===== src/rtl/button_event_handler.sv =====
// Synchronizes, normalizes and debounces every pad, emitting one-cycle press/release pulses.
// Press/release outputs appear DEBOUNCE_CYCLES+2 edges after the first raw sampling edge; no backpressure.
module button_event_handler #(
  parameter int NUM_BTN         = 16,
  parameter int DEBOUNCE_CYCLES = 250000,
  parameter int CNT_W           = 18,
  parameter bit BTN_ACTIVE_LOW  = 1'b1
) (
  input  logic               CLK,
  input  logic               RST,
  input  logic [NUM_BTN-1:0] btn_raw,
  output logic [NUM_BTN-1:0] event_pulse,
  output logic [NUM_BTN-1:0] btn_held,
  output logic [NUM_BTN-1:0] release_pulse,
  output logic [4:0]         last_idx,
  output logic               any_press
);

  localparam logic [1:0] ST_IDLE     = 2'd0;
  localparam logic [1:0] ST_DB_PRESS = 2'd1;
  localparam logic [1:0] ST_HELD     = 2'd2;
  localparam logic [1:0] ST_DB_REL   = 2'd3;

  localparam logic [CNT_W-1:0] CNT_ONE  = CNT_W'(1);
  localparam logic [CNT_W-1:0] CNT_LAST = CNT_W'(DEBOUNCE_CYCLES - 1);

  logic [NUM_BTN-1:0] w_norm;
  logic [NUM_BTN-1:0] r_sync1;
  logic [NUM_BTN-1:0] r_sync2;
  logic [NUM_BTN-1:0] w_level;
  logic [NUM_BTN-1:0] w_rise;
  logic [NUM_BTN-1:0] w_fall;
  logic [4:0]         w_first_idx;

  logic [NUM_BTN-1:0] r_event_pulse;
  logic [NUM_BTN-1:0] r_release_pulse;
  logic [NUM_BTN-1:0] r_btn_held;
  logic [4:0]         r_last_idx;
  logic               r_any_press;

  assign w_norm = BTN_ACTIVE_LOW ? ~btn_raw : btn_raw;

  // Reset value 0 is the normalized "released" level.
  always_ff @(posedge CLK or negedge RST) begin
    if (!RST) begin
      r_sync1 <= '0;
      r_sync2 <= '0;
    end else begin
      r_sync1 <= w_norm;
      r_sync2 <= r_sync1;
    end
  end

  for (genvar gi = 0; gi < NUM_BTN; gi++) begin : g_pad
    logic [1:0]       r_state;
    logic [CNT_W-1:0] r_cnt;

    always_ff @(posedge CLK or negedge RST) begin
      if (!RST) begin
        r_state <= ST_IDLE;
        r_cnt   <= '0;
      end else begin
        case (r_state)
          ST_IDLE: begin
            if (r_sync2[gi]) begin
              r_state <= ST_DB_PRESS;
              r_cnt   <= CNT_ONE;
            end
          end
          ST_DB_PRESS: begin
            if (!r_sync2[gi]) begin
              r_state <= ST_IDLE;
              r_cnt   <= '0;
            end else if (r_cnt == CNT_LAST) begin
              r_state <= ST_HELD;
              r_cnt   <= '0;
            end else begin
              r_cnt <= r_cnt + CNT_ONE;
            end
          end
          ST_HELD: begin
            if (!r_sync2[gi]) begin
              r_state <= ST_DB_REL;
              r_cnt   <= CNT_ONE;
            end
          end
          ST_DB_REL: begin
            if (r_sync2[gi]) begin
              r_state <= ST_HELD;
              r_cnt   <= '0;
            end else if (r_cnt == CNT_LAST) begin
              r_state <= ST_IDLE;
              r_cnt   <= '0;
            end else begin
              r_cnt <= r_cnt + CNT_ONE;
            end
          end
          default: begin
            r_state <= ST_IDLE;
            r_cnt   <= '0;
          end
        endcase
      end
    end

    // A bounce back during release debounce keeps the pad logically pressed.
    assign w_level[gi] = (r_state == ST_HELD) || (r_state == ST_DB_REL);
  end

  // Edges of the debounced level against the registered copy give single-cycle pulses.
  assign w_rise = w_level & ~r_btn_held;
  assign w_fall = ~w_level & r_btn_held;

  always_comb begin
    w_first_idx = '0;
    for (int i = NUM_BTN - 1; i >= 0; i--) begin
      if (w_rise[i]) w_first_idx = 5'(i);
    end
  end

  always_ff @(posedge CLK or negedge RST) begin
    if (!RST) begin
      r_event_pulse   <= '0;
      r_release_pulse <= '0;
      r_btn_held      <= '0;
      r_last_idx      <= '0;
      r_any_press     <= 1'b0;
    end else begin
      r_event_pulse   <= w_rise;
      r_release_pulse <= w_fall;
      r_btn_held      <= w_level;
      r_any_press     <= |w_rise;
      if (|w_rise) r_last_idx <= w_first_idx;
    end
  end

  assign event_pulse   = r_event_pulse;
  assign release_pulse = r_release_pulse;
  assign btn_held      = r_btn_held;
  assign last_idx      = r_last_idx;
  assign any_press     = r_any_press;

endmodule


===== config.mk =====
export PLATFORM = sky130hd
export DESIGN_NAME = button_event_handler
export DESIGN_NICKNAME = d
export VERILOG_FILES = /design/src/rtl/button_event_handler.sv
export SDC_FILE = /design/constraint.sdc
export NUM_CORES = 1
export LEC_CHECK = 0
export ABC_AREA = 1
export ABC_CLOCK_PERIOD_IN_PS = 4650
export CAP_MARGIN = 20
export CORE_MARGIN = 2
export CORE_UTILIZATION = 45
export CTS_CLUSTER_DIAMETER = 80
export DETAILED_ROUTE_END_ITERATION = 8
export PLACE_DENSITY = 0.59
export RECOVER_POWER = 50
export REMOVE_ABC_BUFFERS = 1
export SYNTH_ARGS = -nofsm -noshare
export SYNTH_HDL_FRONTEND = slang
export SYNTH_SLANG_ARGS = --single-unit
export TNS_END_PERCENT = 1

===== constraint.sdc =====
create_clock -name CLK -period 4.65 [get_ports CLK]
set_clock_uncertainty 0.1 [all_clocks]
set_input_delay 1.1625 -clock CLK [delete_from_list [all_inputs] [get_ports CLK]]
set_output_delay 1.1625 -clock CLK [all_outputs]
set_load 0.03 [all_outputs]

==> results.ini <==
[timing]
postLayoutSetupSlackWorst_ns = 1.48
relSlewSlack_pct = -45.5
fmax_ghz = 0.315
finalSetupTns_ns = 0
rsz0062_at_grt = no
tightest_slew_ns = 2.18
maxSlewViolCount = 240
finalHoldViolations = 0
min_period_ns = 3.17
setup_viol = 0
fin_crit_sh_pct = 68.2

[floorplan]
fp.dieW_um = 215
ioPinCount = 72
start_util_pct = 45.3
coreArea_um2 = 44000
die_y_um = 215
rows = 77
dieArea_um2 = 46000

[pwr]
p_per_area_nw_per_um2 = 503
clkPwrFrac_pct = 31.2
p_switching_w = 0.00417
p_leak_nw = 9.73
p_sw_share_pct = 36.4
seq_power_share_pct = 39.1
internal-power_w = 0.00727
power.share.combinational_pct = 29.7
ir_worst_vdd_uv = 413

[final_layout]
fin_nets = 2494
area.sequential_um2 = 10100
nFillCells = 4154
finish.utilization_pct = 51.6
multi_input_area_um2 = 8250
syn_to_final_growth_pct = 13.9
drive_above_1_share_pct = 6.62
antenna_cells = 0
fin_cells = 3083

[placement]
preCtsSetupSlack_ns = 2.26
io_buffers = 70
dpl.cell_count = 3004
dp_hpwl_um = 29200
globalplace.congestion = 0.847

[cts]
clock_latency_ns = 0.57
cts_num_sinks = 405
clockBufferDepth = 3
cts.clk_slew.worst_paths_ns = 0.05
cts_tree = done
numCtsBuffers = 46
hold_buffers = 0
cts_root_buf = clkbuf_16
htreeDepth = 2
cts_setup_buffers = 0
ctsResizeCount = 0

[synth]
ys_seq_elements = 405
synth.area.mux_share_pct = 0
synth.top_cell.area_share_pct = 50.8
synth_top_family_by_area = simple AND/OR/NAND/NOR gates
ys_warn_count = 0
synth_edf_count = 0
synth_cell_types = 49
synth_most_common_cell = nand2_1
synth_commonest_cells = 442 x nand2_1, 405 x dfrtp_1, 351 x inv_1
async_flop_share_pct = 100
netlist_instances = 2379
yosysSeqAreaShare_pct = 50.8
synth_area_leaders = dfrtp_1 51%, nand2_1 8.3%, inv_1 6.6%, o21ai_0 4.7%, nor2_1 3.9%
synthXorXnorAreaFrac_pct = 3.64
netlist_area_um2 = 20000
yosys.area_share.simple_pct = 23.1
avgSynthCellArea_um2 = 8.39
yosysTopAreaCell = dfrtp_1
synth_compound_area_share_pct = 13.7
synth_fa_ha_area_share_pct = 1.00
synth_ff_type = dfrtp_1

[drt]
drc = 0
drt-total-wl_um = 42100
vias = 16000
drt_pass1_iterations = 5
final_antenna_net_count = 0
initialDrtViolationCount = 1039
wl_per_cell_um = 13.6
viasPerCell = 5.20

[setup_path]
endpoint_kind = async pin
critical_path_arrival_ns = 3.31
endpoint = g_pad[14].r_cnt[3]
rrSetupSlack_ns = 2.23
required_ns = 4.78
reg2reg_depth = 12
critical_path_buf_inv_count = 2
startpoint_type = input pin
cp_slowest_stage_delay_ns = 1.60
worstSetupPathType = input pin to async pin
cpLargestDelayFamily = buffers and inverters
cp.depth = 2
crit_slowest_cell = clkbuf_2
r2r_end = g_pad[3].r_cnt[16]
crit_chain = buf_8, clkbuf_2
path_max_fanout = 88
crit-reg2reg-launch = g_pad[3].r_cnt[0]
startpoint = RST

[flow_run]
max-cap-violations = 4

[worst_hold_path]
worstHoldPathType = flop to flop

[grt]
grt_usage_pct = 18.8
grt_pass1_wl_um = 73700
grt_max_degree = 110
antenna_found_initial = 0
overflow = 0
grt_pass1_vias = 15500

[run_status]
violations = capacitance limit, slew limit
status = finished, violations left

-- through the flow --
step / hold slack [ns] / power, W / instance area, um^2
final: 0.246 / 0.0114 / 22700
after global routing: 0.251 / 0.0122 / 22700
after CTS: 0.247 / 0.0116 / 22800
after detailed placement: 0.235 / 0.00798 / 21300
after global placement: 0.234 / 0.00793 / 21300
after floorplan: 0.231 / 0.00665 / 19800
-- worst reg2reg max path, cell delays in order (launching register included) --
cell and delay [ns]:
dfrtp_1 0.37, ha_1 0.17, nand2_1 0.07, nor2_1 0.29, nand2_1 0.08, nor3_1 0.15
nand3_1 0.12, nand2_1 0.33, inv_1 0.27, o21ai_2 0.12, o21ai_1 0.07, o21ai_0 0.09
nand2_1 0.07
-- power groups by stage --
stage               logic, W  registers, W  clock network [W]
floorplan            0.00176       0.00489                  0
detailed placement   0.00345       0.00454                  0
CTS                  0.00346       0.00448            0.00370
global route         0.00381       0.00456            0.00385
global placement     0.00341       0.00452                  0
finish               0.00340       0.00447            0.00357
-- cell usage in the layout (no fill, tap or decap), types with 9 or more instances in the layout --
cell | netlist | routed
o21ai_1 | 16 | 16
o32ai_1 | 17 | 17
a31oi_1 | 24 | 24
clkbuf_16 | 0 | 47
a22o_1 | 12 | 12
nor3_1 | 42 | 42
clkdlybuf4s50_1 | 0 | 53
inv_1 | 351 | 351
nand3_1 | 128 | 129
a21oi_1 | 102 | 102
nand4_1 | 49 | 49
o21ai_0 | 186 | 186
nor2_1 | 208 | 210
xor2_1 | 71 | 71
dlygate4sd3_1 | 0 | 16
nor3_2 | 20 | 20
ha_1 | 16 | 16
o31ai_1 | 9 | 9
nor4_1 | 31 | 31
nand2_1 | 442 | 442
dfrtp_1 | 405 | 405
nor2_2 | 31 | 29
clkbuf_1 | 28 | 14
xnor2_1 | 12 | 12
o22ai_1 | 83 | 83
clkbuf_8 | 0 | 9
-- worst min path at each step --
stage,to,cells past startpoint,start,slack (ns)
after detailed placement,r_sync2[15],0,r_sync1[15],0.23
after global routing,r_sync2[3],0,r_sync1[3],0.25
after global placement,r_sync2[11],0,r_sync1[11],0.23
after CTS,r_sync2[12],0,r_sync1[12],0.25
final,r_sync2[12],0,r_sync1[12],0.25
after floorplan,r_sync2[0],0,r_sync1[0],0.23
-- routing by layer --
| layer | GRT usage, % | share of wire, % | vias up |
|---|---|---|---|
| met4 | 5.51 | 2.6 | 0 |
| met5 | 0 | 0 | - |
| met3 | 3.48 | 4.0 | 76 |
| met1 | 26.0 | 48 | 7667 |
| li1 | - | - | 8063 |
| met2 | 30.2 | 45 | 241 |
-- kinds of logic after synthesis --
logic type	after synthesis
AND/OR/NAND/NOR	991
AO/OA/AOI/OAI	475
buffers and inverters	408
flip-flops	405
XOR/XNOR	83
adder cells (fa/ha/maj)	16
other	1
-- state kept, by name, indices dropped and copies added, names as in the netlist, named ones only --
register	cells
any_press	1
btn_held	16
event_pulse	16
g_pad.r_cnt	288
g_pad.r_state	16
last_idx	4
r_sync1	16
r_sync2	16
release_pulse	16
-- area by class of cell --
type	count	share of cell area (%)
repair buffers	76	3.30
clock inverters	11	0.605
well taps	592	3.26
multi-input cells	1566	36.3
flip-flops and latches	405	44.6
clock buffers	68	5.92
inverters	365	6.03
No activity file was read; power rests on OpenSTA's default activity.
